File: config.mk
export PLATFORM = sky130hd
export DESIGN_NAME = vga_timing_param_flat
export DESIGN_NICKNAME = d
export VERILOG_FILES = /design/src/rtl/vga_timing_param_if.sv /design/src/rtl/vga_timing_param.sv /design/src/flat_wrapper.sv
export SDC_FILE = /design/constraint.sdc
export NUM_CORES = 1
export LEC_CHECK = 0
export ABC_AREA = 1
export CELL_PAD_IN_SITES_DETAIL_PLACEMENT = 0
export CELL_PAD_IN_SITES_GLOBAL_PLACEMENT = 1
export CORE_UTILIZATION = 45
export CTS_CLUSTER_SIZE = 12
export DETAILED_ROUTE_END_ITERATION = 7
export DONT_BUFFER_PORTS = 1
export PLACE_DENSITY_LB_ADDON = 0.1
export SLEW_MARGIN = 10
export SYNTH_ARGS = -nofsm -noshare
export SYNTH_HDL_FRONTEND = slang
export SYNTH_SLANG_ARGS = --single-unit
File: constraint.sdc
create_clock -name clk -period 4.5 [get_ports clk]
set_input_delay 0.45 -clock clk [delete_from_list [all_inputs] [get_ports clk]]
set_output_delay 0.45 -clock clk [all_outputs]
set_load 0.02 [all_outputs]
File: src/rtl/vga_timing_param_if.sv
// Timing-generator bundle: pixel enable and mode request in, counts, syncs, blanks and pulses out.
// The generator takes the master modport; the pixel pipeline consuming the timing takes slave.
interface vga_timing_param_if #(
  parameter int unsigned HW = 11,
  parameter int unsigned VW = 10,
  parameter int unsigned FW = 16
);
  logic          ce;
  logic          mode_sel;
  logic [HW-1:0] hcount;
  logic [VW-1:0] vcount;
  logic          hsync;
  logic          vsync;
  logic          hblnk;
  logic          vblnk;
  logic          de;
  logic          line_start;
  logic          frame_start;
  logic [FW-1:0] frame_cnt;
  logic          mode_act;

  modport master (
    input  ce,
    input  mode_sel,
    output hcount,
    output vcount,
    output hsync,
    output vsync,
    output hblnk,
    output vblnk,
    output de,
    output line_start,
    output frame_start,
    output frame_cnt,
    output mode_act
  );

  modport slave (
    output ce,
    output mode_sel,
    input  hcount,
    input  vcount,
    input  hsync,
    input  vsync,
    input  hblnk,
    input  vblnk,
    input  de,
    input  line_start,
    input  frame_start,
    input  frame_cnt,
    input  mode_act
  );
endinterface

File: src/rtl/vga_timing_param.sv
// Two-mode VGA raster timing generator with fully registered, zero-latency decoded outputs.
// Mode switches only at the frame wrap so a frame never mixes two timing sets.
module vga_timing_param #(
  parameter int unsigned M0_H_TOTAL  = 1344,
  parameter int unsigned M0_H_ACTIVE = 1024,
  parameter int unsigned M0_HS_START = 1048,
  parameter int unsigned M0_HS_LEN   = 136,
  parameter int unsigned M0_V_TOTAL  = 806,
  parameter int unsigned M0_V_ACTIVE = 768,
  parameter int unsigned M0_VS_START = 771,
  parameter int unsigned M0_VS_LEN   = 6,
  parameter int unsigned M1_H_TOTAL  = 1056,
  parameter int unsigned M1_H_ACTIVE = 800,
  parameter int unsigned M1_HS_START = 840,
  parameter int unsigned M1_HS_LEN   = 128,
  parameter int unsigned M1_V_TOTAL  = 628,
  parameter int unsigned M1_V_ACTIVE = 600,
  parameter int unsigned M1_VS_START = 601,
  parameter int unsigned M1_VS_LEN   = 4,
  parameter bit          HSYNC_POL   = 1'b1,
  parameter bit          VSYNC_POL   = 1'b1,
  parameter int unsigned HW          = 11,
  parameter int unsigned VW          = 10,
  parameter int unsigned FW          = 16
) (
  input logic                   clk,
  input logic                   rst,
  vga_timing_param_if.master    tif
);

  localparam logic [HW-1:0] M0HLast    = HW'(M0_H_TOTAL - 1);
  localparam logic [HW-1:0] M0HAct     = HW'(M0_H_ACTIVE);
  localparam logic [HW-1:0] M0HsFirst  = HW'(M0_HS_START);
  localparam logic [HW-1:0] M0HsLast   = HW'(M0_HS_START + M0_HS_LEN - 1);
  localparam logic [VW-1:0] M0VLast    = VW'(M0_V_TOTAL - 1);
  localparam logic [VW-1:0] M0VAct     = VW'(M0_V_ACTIVE);
  localparam logic [VW-1:0] M0VsFirst  = VW'(M0_VS_START);
  localparam logic [VW-1:0] M0VsLast   = VW'(M0_VS_START + M0_VS_LEN - 1);
  localparam logic [HW-1:0] M1HLast    = HW'(M1_H_TOTAL - 1);
  localparam logic [HW-1:0] M1HAct     = HW'(M1_H_ACTIVE);
  localparam logic [HW-1:0] M1HsFirst  = HW'(M1_HS_START);
  localparam logic [HW-1:0] M1HsLast   = HW'(M1_HS_START + M1_HS_LEN - 1);
  localparam logic [VW-1:0] M1VLast    = VW'(M1_V_TOTAL - 1);
  localparam logic [VW-1:0] M1VAct     = VW'(M1_V_ACTIVE);
  localparam logic [VW-1:0] M1VsFirst  = VW'(M1_VS_START);
  localparam logic [VW-1:0] M1VsLast   = VW'(M1_VS_START + M1_VS_LEN - 1);

  logic [HW-1:0] hcount_q, hcount_d;
  logic [VW-1:0] vcount_q, vcount_d;
  logic          hsync_q, hsync_d;
  logic          vsync_q, vsync_d;
  logic          hblnk_q, hblnk_d;
  logic          vblnk_q, vblnk_d;
  logic          de_q, de_d;
  logic          line_start_q, line_start_d;
  logic          frame_start_q, frame_start_d;
  logic [FW-1:0] frame_cnt_q, frame_cnt_d;
  logic          mode_act_q, mode_act_d;

  // Wrap points follow the mode in force; decode limits follow the mode of the next position.
  logic [HW-1:0] h_last, h_act, hs_first, hs_last;
  logic [VW-1:0] v_last, v_act, vs_first, vs_last;
  logic          h_wrap, v_wrap;

  always_comb begin
    h_last        = mode_act_q ? M1HLast : M0HLast;
    v_last        = mode_act_q ? M1VLast : M0VLast;
    h_wrap        = (hcount_q == h_last);
    v_wrap        = (vcount_q == v_last);

    hcount_d      = hcount_q;
    vcount_d      = vcount_q;
    frame_cnt_d   = frame_cnt_q;
    mode_act_d    = mode_act_q;
    line_start_d  = 1'b0;
    frame_start_d = 1'b0;

    if (tif.ce) begin
      line_start_d = h_wrap;
      if (h_wrap) begin
        hcount_d = '0;
        if (v_wrap) begin
          vcount_d      = '0;
          frame_start_d = 1'b1;
          frame_cnt_d   = frame_cnt_q + 1'b1;
          mode_act_d    = tif.mode_sel;
        end else begin
          vcount_d = vcount_q + 1'b1;
        end
      end else begin
        hcount_d = hcount_q + 1'b1;
      end
    end

    h_act    = mode_act_d ? M1HAct    : M0HAct;
    hs_first = mode_act_d ? M1HsFirst : M0HsFirst;
    hs_last  = mode_act_d ? M1HsLast  : M0HsLast;
    v_act    = mode_act_d ? M1VAct    : M0VAct;
    vs_first = mode_act_d ? M1VsFirst : M0VsFirst;
    vs_last  = mode_act_d ? M1VsLast  : M0VsLast;

    // With ce low the counts hold, so re-decoding them reproduces the held outputs.
    hblnk_d = (hcount_d >= h_act);
    vblnk_d = (vcount_d >= v_act);
    de_d    = ~hblnk_d & ~vblnk_d;
    hsync_d = ((hcount_d >= hs_first) && (hcount_d <= hs_last)) ? HSYNC_POL : ~HSYNC_POL;
    vsync_d = ((vcount_d >= vs_first) && (vcount_d <= vs_last)) ? VSYNC_POL : ~VSYNC_POL;
  end

  always_ff @(posedge clk) begin
    if (rst) begin
      hcount_q      <= '0;
      vcount_q      <= '0;
      hsync_q       <= ~HSYNC_POL;
      vsync_q       <= ~VSYNC_POL;
      hblnk_q       <= 1'b0;
      vblnk_q       <= 1'b0;
      de_q          <= 1'b1;
      line_start_q  <= 1'b0;
      frame_start_q <= 1'b0;
      frame_cnt_q   <= '0;
      mode_act_q    <= 1'b0;
    end else begin
      hcount_q      <= hcount_d;
      vcount_q      <= vcount_d;
      hsync_q       <= hsync_d;
      vsync_q       <= vsync_d;
      hblnk_q       <= hblnk_d;
      vblnk_q       <= vblnk_d;
      de_q          <= de_d;
      line_start_q  <= line_start_d;
      frame_start_q <= frame_start_d;
      frame_cnt_q   <= frame_cnt_d;
      mode_act_q    <= mode_act_d;
    end
  end

  assign tif.hcount      = hcount_q;
  assign tif.vcount      = vcount_q;
  assign tif.hsync       = hsync_q;
  assign tif.vsync       = vsync_q;
  assign tif.hblnk       = hblnk_q;
  assign tif.vblnk       = vblnk_q;
  assign tif.de          = de_q;
  assign tif.line_start  = line_start_q;
  assign tif.frame_start = frame_start_q;
  assign tif.frame_cnt   = frame_cnt_q;
  assign tif.mode_act    = mode_act_q;

endmodule

File: src/flat_wrapper.sv
// flat-port wrapper written by rule: the top's interface ports become plain ports
module vga_timing_param_flat 
#(
  parameter int unsigned M0_H_TOTAL  = 1344,
  parameter int unsigned M0_H_ACTIVE = 1024,
  parameter int unsigned M0_HS_START = 1048,
  parameter int unsigned M0_HS_LEN   = 136,
  parameter int unsigned M0_V_TOTAL  = 806,
  parameter int unsigned M0_V_ACTIVE = 768,
  parameter int unsigned M0_VS_START = 771,
  parameter int unsigned M0_VS_LEN   = 6,
  parameter int unsigned M1_H_TOTAL  = 1056,
  parameter int unsigned M1_H_ACTIVE = 800,
  parameter int unsigned M1_HS_START = 840,
  parameter int unsigned M1_HS_LEN   = 128,
  parameter int unsigned M1_V_TOTAL  = 628,
  parameter int unsigned M1_V_ACTIVE = 600,
  parameter int unsigned M1_VS_START = 601,
  parameter int unsigned M1_VS_LEN   = 4,
  parameter bit          HSYNC_POL   = 1'b1,
  parameter bit          VSYNC_POL   = 1'b1,
  parameter int unsigned HW          = 11,
  parameter int unsigned VW          = 10,
  parameter int unsigned FW          = 16
)
  (clk, rst, tif_ce, tif_mode_sel, tif_hcount, tif_vcount, tif_hsync, tif_vsync, tif_hblnk, tif_vblnk, tif_de, tif_line_start, tif_frame_start, tif_frame_cnt, tif_mode_act);
  vga_timing_param_if #(.HW(HW), .VW(VW), .FW(FW)) tif_i ();
  input logic clk;
  input logic rst;
  input wire logic [$bits(tif_i.ce)-1:0] tif_ce;
  input wire logic [$bits(tif_i.mode_sel)-1:0] tif_mode_sel;
  output wire logic [$bits(tif_i.hcount)-1:0] tif_hcount;
  output wire logic [$bits(tif_i.vcount)-1:0] tif_vcount;
  output wire logic [$bits(tif_i.hsync)-1:0] tif_hsync;
  output wire logic [$bits(tif_i.vsync)-1:0] tif_vsync;
  output wire logic [$bits(tif_i.hblnk)-1:0] tif_hblnk;
  output wire logic [$bits(tif_i.vblnk)-1:0] tif_vblnk;
  output wire logic [$bits(tif_i.de)-1:0] tif_de;
  output wire logic [$bits(tif_i.line_start)-1:0] tif_line_start;
  output wire logic [$bits(tif_i.frame_start)-1:0] tif_frame_start;
  output wire logic [$bits(tif_i.frame_cnt)-1:0] tif_frame_cnt;
  output wire logic [$bits(tif_i.mode_act)-1:0] tif_mode_act;
  assign tif_i.ce = tif_ce;
  assign tif_i.mode_sel = tif_mode_sel;
  assign tif_hcount = tif_i.hcount;
  assign tif_vcount = tif_i.vcount;
  assign tif_hsync = tif_i.hsync;
  assign tif_vsync = tif_i.vsync;
  assign tif_hblnk = tif_i.hblnk;
  assign tif_vblnk = tif_i.vblnk;
  assign tif_de = tif_i.de;
  assign tif_line_start = tif_i.line_start;
  assign tif_frame_start = tif_i.frame_start;
  assign tif_frame_cnt = tif_i.frame_cnt;
  assign tif_mode_act = tif_i.mode_act;
  vga_timing_param #(.M0_H_TOTAL(M0_H_TOTAL), .M0_H_ACTIVE(M0_H_ACTIVE), .M0_HS_START(M0_HS_START), .M0_HS_LEN(M0_HS_LEN), .M0_V_TOTAL(M0_V_TOTAL), .M0_V_ACTIVE(M0_V_ACTIVE), .M0_VS_START(M0_VS_START), .M0_VS_LEN(M0_VS_LEN), .M1_H_TOTAL(M1_H_TOTAL), .M1_H_ACTIVE(M1_H_ACTIVE), .M1_HS_START(M1_HS_START), .M1_HS_LEN(M1_HS_LEN), .M1_V_TOTAL(M1_V_TOTAL), .M1_V_ACTIVE(M1_V_ACTIVE), .M1_VS_START(M1_VS_START), .M1_VS_LEN(M1_VS_LEN), .HSYNC_POL(HSYNC_POL), .VSYNC_POL(VSYNC_POL), .HW(HW), .VW(VW), .FW(FW)) u_core (.clk(clk), .rst(rst), .tif(tif_i));
endmodule
==> flow_summary.toml, run 1 <==
[clocking]
cts.sinks = 45
h-tree-depth = 2
post_cts_resized = 0
hold_buffers = 0
cts.path.max_buffers = 2
cts_tree = "built"
cts_buffers = 5
clk_latency_ns = 0.30
cts_setup_buffers = 0
cts.clk_slew.worst_paths_ns = 0.09
root_buffer = "clkbuf_8"

[cells_and_area]
postLayoutCoreUtil_pct = 49.3
drive_gt1_share_pct = 8.33
areaGrowthSynthToFinish_pct = 5.27
finalNetCount = 477
final_cells = 533
diodes = 0
design_area_mm2 = 0.00315

[placement]
dp_cells = 526
pre_cts_ws_ns = 0.740
dpl.hpwl_um = 6110
place_area_mm2 = 0.00304
gp_congestion = 0.808
io_buffer_count = 0

[synth]
synth_edf_count = 0
netlist_top_cells_count = "nand2_1, nor2_1, inv_1"
yosysTopAreaCell = "dfxtp_1"
synth_cells = 456
async_flop_share_pct = 0
synth.most_common_cell = "nand2_1"
yosysWarnings = 0
synth_area_leaders = "dfxtp_1, nand2_1, nor2_1, inv_1, ha_1"
syn-num-nets = 477
synth.top_cell.area_share_pct = 30.1
synth.ff_latch_count = 45
synthFlopType = "dfxtp_1"
synth.yosys.seq_area_share_pct = 30.1
syn-cell-area_mm2 = 0.00299
synth.avg_cell_area_um2 = 6.56
synth.distinct_cells = 41

[critical_path]
timing.critical_path.arrival_ns = 4.00
critPathMaxFanout = 11
worstPathRequired_ns = 4.74
start_kind = "register"
setup.worst_path.class = "register to register"
cp-end-kind = "register"

[global_route]
grt_max_degree = 33
antenna_found_initial = 0
grtUsageTotal_pct = 23.1
grt_pass1_wl_um = 12900
grt_remaining_overflow = 0
grt_pass1_vias = 2615

[timing]
whs_ns = 0.211
setup_ws_ns = 0.744
max_freq_mhz = 266
clock-skew-final_ns = 0.00706
slew_viol_final = 0
fin_crit_sh_pct = 83.5
setup_tns_ns = 0
maxSlewHeadroom_pct = 63.4
finalSetupViolations = 0
tightestPinTransition_ns = 0.549
rsz0062_at_grt = "no"
min_period_ns = 3.76
finalHoldViolCount = 0

[routing]
met3_length_um = 343
wl_met2_um = 3560
first_iter_violations = 132
vias_per_cell = 5.28
ant_nets = 0
wl_um = 7710
wl_met1_um = 3720
wl_per_cell_um = 14.5
drc_errors = 0
vias = 2812
top_layer_used = "met4"
dr.pass1.iters = 4

[status]
status = "completed"

[floorplanning]
fp.dieW_um = 83.5
start_util_pct = 46.8
die_area_mm2 = 0.00698
rows = 29
fp.coreArea_mm2 = 0.00639
io_pins = 49
chipHeight_um = 83.5

[power_and_ir_drop]
powerDensity_mw_per_mm2 = 229
leakage_nw = 1.46
total_power_mw = 0.720
irDropWorstVdd_uv = 111

[hold_path]
hold_path.class = "input port to register"

[run]
cap_violations = 0
==> where the power goes <==
group | switching, mW | total (mW) | internal [mW]
logic | 0.0121 | 0.0174 | 0.00521
clock network | 0.136 | 0.298 | 0.162
registers | 0.00486 | 0.405 | 0.400
==> path summary, 6_finish.rpt <==
| path | from | endpoint | slack [ns] | depth (start not counted) |
|---|---|---|---|---|
| max | u_core.tif.mode_act | u_core.tif.de | 0.74 | 19 |
| min | rst | u_core.tif.frame_cnt[14] | 0.21 | 1 |
| max reg2reg | u_core.tif.mode_act | u_core.tif.de | 0.74 | 19 |
| min reg2reg | u_core.tif.frame_cnt[8] | u_core.tif.frame_cnt[8] | 0.59 | 2 |
==> sequential cells by signal, indices dropped and copies added, names as in the netlist <==
name / flops
u_core.tif.de: 1
u_core.tif.frame_cnt: 16
u_core.tif.frame_start: 1
u_core.tif.hblnk: 1
u_core.tif.hcount: 11
u_core.tif.hsync: 1
u_core.tif.line_start: 1
u_core.tif.mode_act: 1
u_core.tif.vblnk: 1
u_core.tif.vcount: 10
u_core.tif.vsync: 1
==> worst max-delay path, stage by stage, from the launching register on <==
cell and delay [ns]:
dfxtp_1 0.68, inv_1 0.15, nand2_1 0.09, nand2_1 0.06
nor2_2 0.11, nand3_2 0.31, nor2_4 0.30, inv_2 0.11
nand2_1 0.07, nand2_1 0.23, inv_1 0.29, ha_1 0.27
nand2_1 0.06, inv_1 0.05, a221o_1 0.32, a21oi_1 0.21
nand2_1 0.10, nor2_1 0.12, nand4_1 0.10, nand2_1 0.06
==> cells by family after synthesis <==
group	count (synthesis)	synth area share (%)
AO/OA/AOI/OAI	40	7.95
XOR/XNOR	9	2.64
adder cells (fa/ha/maj)	17	7.11
buffers and inverters	83	11.0
flip-flops	45	30.1
AND/OR/NAND/NOR	262	41.1
==> cells in the final DEF, fill, tap and decap left out, types with 5 or more instances in the layout <==
master and n:
nor4_1 5, o21ai_0 9, a21oi_1 19, inv_1 71, nand4_1 16, nor3_1 12
nand2_1 103, nor2_2 7, xor2_1 8, dfxtp_1 45, nor2_1 73, nand3_1 26
ha_1 17, clkbuf_8 5
==> layout make-up <==
class                   instances  area (um^2)
fillers                       702         3240
multi-input cells             328         1760
flip-flops and latches         45          901
inverters                      76          288
well taps                      77         96.3
clock buffers                   5         68.8
clock inverters                 2         35.0
==> metal layers <==
layer	up-vias	global-route usage, %
met3	10	3.76
met5	-	0
met1	1287	31.6
li1	1461	-
met4	0	5.70
met2	54	38.1
No activity file was read; power rests on OpenSTA's default activity.
==> run 2: changes to the inputs <==
==> constraint.sdc (replaced) <==
create_clock -name clk -period 3.8 [get_ports clk]
set_input_delay 0.38 -clock clk [delete_from_list [all_inputs] [get_ports clk]]
set_output_delay 0.38 -clock clk [all_outputs]
set_load 0.02 [all_outputs]
==> run 2 against run 1 <==
  * Clock skew increased by 0.0033 ns
  * Register-to-register slack got worse by 0.34 ns
  * Combinational power increased by 14%
  * Critical path depth increased by 1
  * Via count decreased by 1.8%
  * Sequential share of layout area decreased by 0.53 points
  * Non-clock buffer count increased by 8
  * Worst hold slack got worse by 0.075 ns
  * Critical endpoint unchanged
==> flow_summary.toml, run 2 (synthesized netlist as in run 1, its figures left out) <==
[critical_path]
endpoint = "u_core.tif.de"
critPathMaxFanout = 9
path_cells = "ha_1 > nand2_1 > inv_1 > nand2_1 > nor2_2 > nand3_2 > nor2_4 > inv_2 > nand2_1 > nand2_2 > inv_1 > ha_1 > nand2_1 > inv_1 > a221o_1 > a21oi_1 > nand2_1 > nor2_1 > nand4_1 > nand2_1"
startpoint = "u_core.tif.hcount[0]"
worstRegToRegCells = 20
max_stage_delay_ns = 0.51
worstPathRequired_ns = 4.05
path_buf_inv = 4
ff2ff_setup_slack_ns = 0.41
start_kind = "register"
path_depth = 20
setup.worst_path.class = "register to register"
rr_endpoint = "u_core.tif.de"
crit_path_frequent_cell = "nand2_1"
regToRegStartpoint = "u_core.tif.hcount[0]"
critical-path-top-delay-family = "simple AND/OR/NAND/NOR gates"
timing.critical_path.arrival_ns = 3.64
cp-end-kind = "register"
cp_slowest_cell = "dfxtp_1"

[floorplanning]
fp.coreArea_mm2 = 0.00639
io_pins = 49
rows = 29
start_util_pct = 46.8
chipHeight_um = 83.5
die_area_mm2 = 0.00698
fp.dieW_um = 83.5

[timing]
min_period_ns = 3.39
slew_viol_final = 0
tightestPinTransition_ns = 0.475
finalSetupViolations = 0
finalHoldViolCount = 0
setup_ws_ns = 0.409
max_freq_mhz = 295
clock-skew-final_ns = 0.0103
setup_tns_ns = 0
maxSlewHeadroom_pct = 68.3
fin_crit_sh_pct = 89.2
whs_ns = 0.136
rsz0062_at_grt = "no"

[global_route]
grt_remaining_overflow = 0
antenna_found_initial = 0
grt_pass1_vias = 2629
grt_max_degree = 33
grt_pass1_wl_um = 13100
grtUsageTotal_pct = 23.5

[power_and_ir_drop]
irDropWorstVdd_uv = 174
powerDensity_mw_per_mm2 = 267
leakage_nw = 1.50
total_power_mw = 0.856

[placement]
place_area_mm2 = 0.00310
pre_cts_ws_ns = 0.262
gp_congestion = 0.832
io_buffer_count = 0
dpl.hpwl_um = 6030

[clocking]
cts.path.max_buffers = 2
post_cts_resized = 0
cts_setup_buffers = 0
cts.sinks = 45
h-tree-depth = 2
root_buffer = "clkbuf_8"
clk_latency_ns = 0.30
hold_buffers = 0
cts_buffers = 5
cts_tree = "built"
cts.clk_slew.worst_paths_ns = 0.09

[run]
cap_violations = 0

[hold_path]
whs_path_depth = 1
hold_path.class = "input port to register"

[routing]
wl_per_cell_um = 14.5
drc_errors = 0
vias = 2762
dr.pass1.iters = 4
vias_per_cell = 5.11
first_iter_violations = 107
ant_nets = 0
wl_um = 7870

[cells_and_area]
finalNetCount = 485
final_common_cell = "nand2_1"
design_area_mm2 = 0.00321
diodes = 0
fillers = 682
largest_reg_flops = 16
drive_gt1_share_pct = 10.3
areaGrowthSynthToFinish_pct = 7.41
final_cell_mix = "nand2_1, nor2_1, inv_1"

[status]
status = "completed"
==> run 2: final cells by class <==
cell class / count / area (um^2) / area share [%]
Clock buffer: 5 / 68.8 / 2.14
Sequential cell: 45 / 902 / 28.1
Timing Repair Buffer: 8 / 60.1 / 1.87
Tap cell: 77 / 96.3 / 3.00
Clock inverter: 2 / 35.0 / 1.09
Multi-Input combinational cell: 328 / 1760 / 54.9
Inverter: 76 / 288 / 8.96
==> run 2: worst reg2reg max path: stages, from the launching register on <==
cell     delay, ns
dfxtp_1       0.51
ha_1          0.25
nand2_1       0.09
inv_1         0.06
nand2_1       0.05
nor2_2        0.12
nand3_2       0.12
nor2_4        0.22
inv_2         0.12
nand2_1       0.09
nand2_2       0.15
inv_1         0.26
ha_1          0.28
nand2_1       0.06
inv_1         0.05
a221o_1       0.32
a21oi_1       0.21
nand2_1       0.10
nor2_1        0.10
nand4_1       0.11
nand2_1       0.07
==> run 2: per-layer routing <==
layer	up-vias	global-route usage [%]	part of all wire, %
met1	1245	31.4	48
met2	46	39.8	47
met5	-	0	0
met4	0	5.24	0.94
met3	6	4.15	3.7
li1	1465	-	-
==> run 2: worst min-delay path by stage <==
stage                     startpoint                        to  slack (ns)
after floorplan                  rst          u_core.tif.vsync        0.54
after global routing             rst      u_core.tif.hcount[9]        0.12
final                            rst  u_core.tif.frame_cnt[14]        0.14
after CTS                        rst  u_core.tif.frame_cnt[12]        0.13
after global placement           rst  u_core.tif.frame_cnt[14]        0.45
after detailed placement         rst  u_core.tif.frame_cnt[13]        0.46
==> run 2: power breakdown <==
part	switching [mW]	leakage (nW)	total, mW	internal, mW
combinational	0.0137	1.08	0.0199	0.00622
sequential	0.00573	0.363	0.479	0.473
clock	0.166	0.0540	0.357	0.191
==> run 2: through the flow <==
stage | util [%] | std cells
final | 50.3 | 541
after global routing | 50.3 | 541
after CTS | 50.2 | 541
after detailed placement | 48.6 | 534
after global placement | 48.6 | 534
after floorplan | - | 456
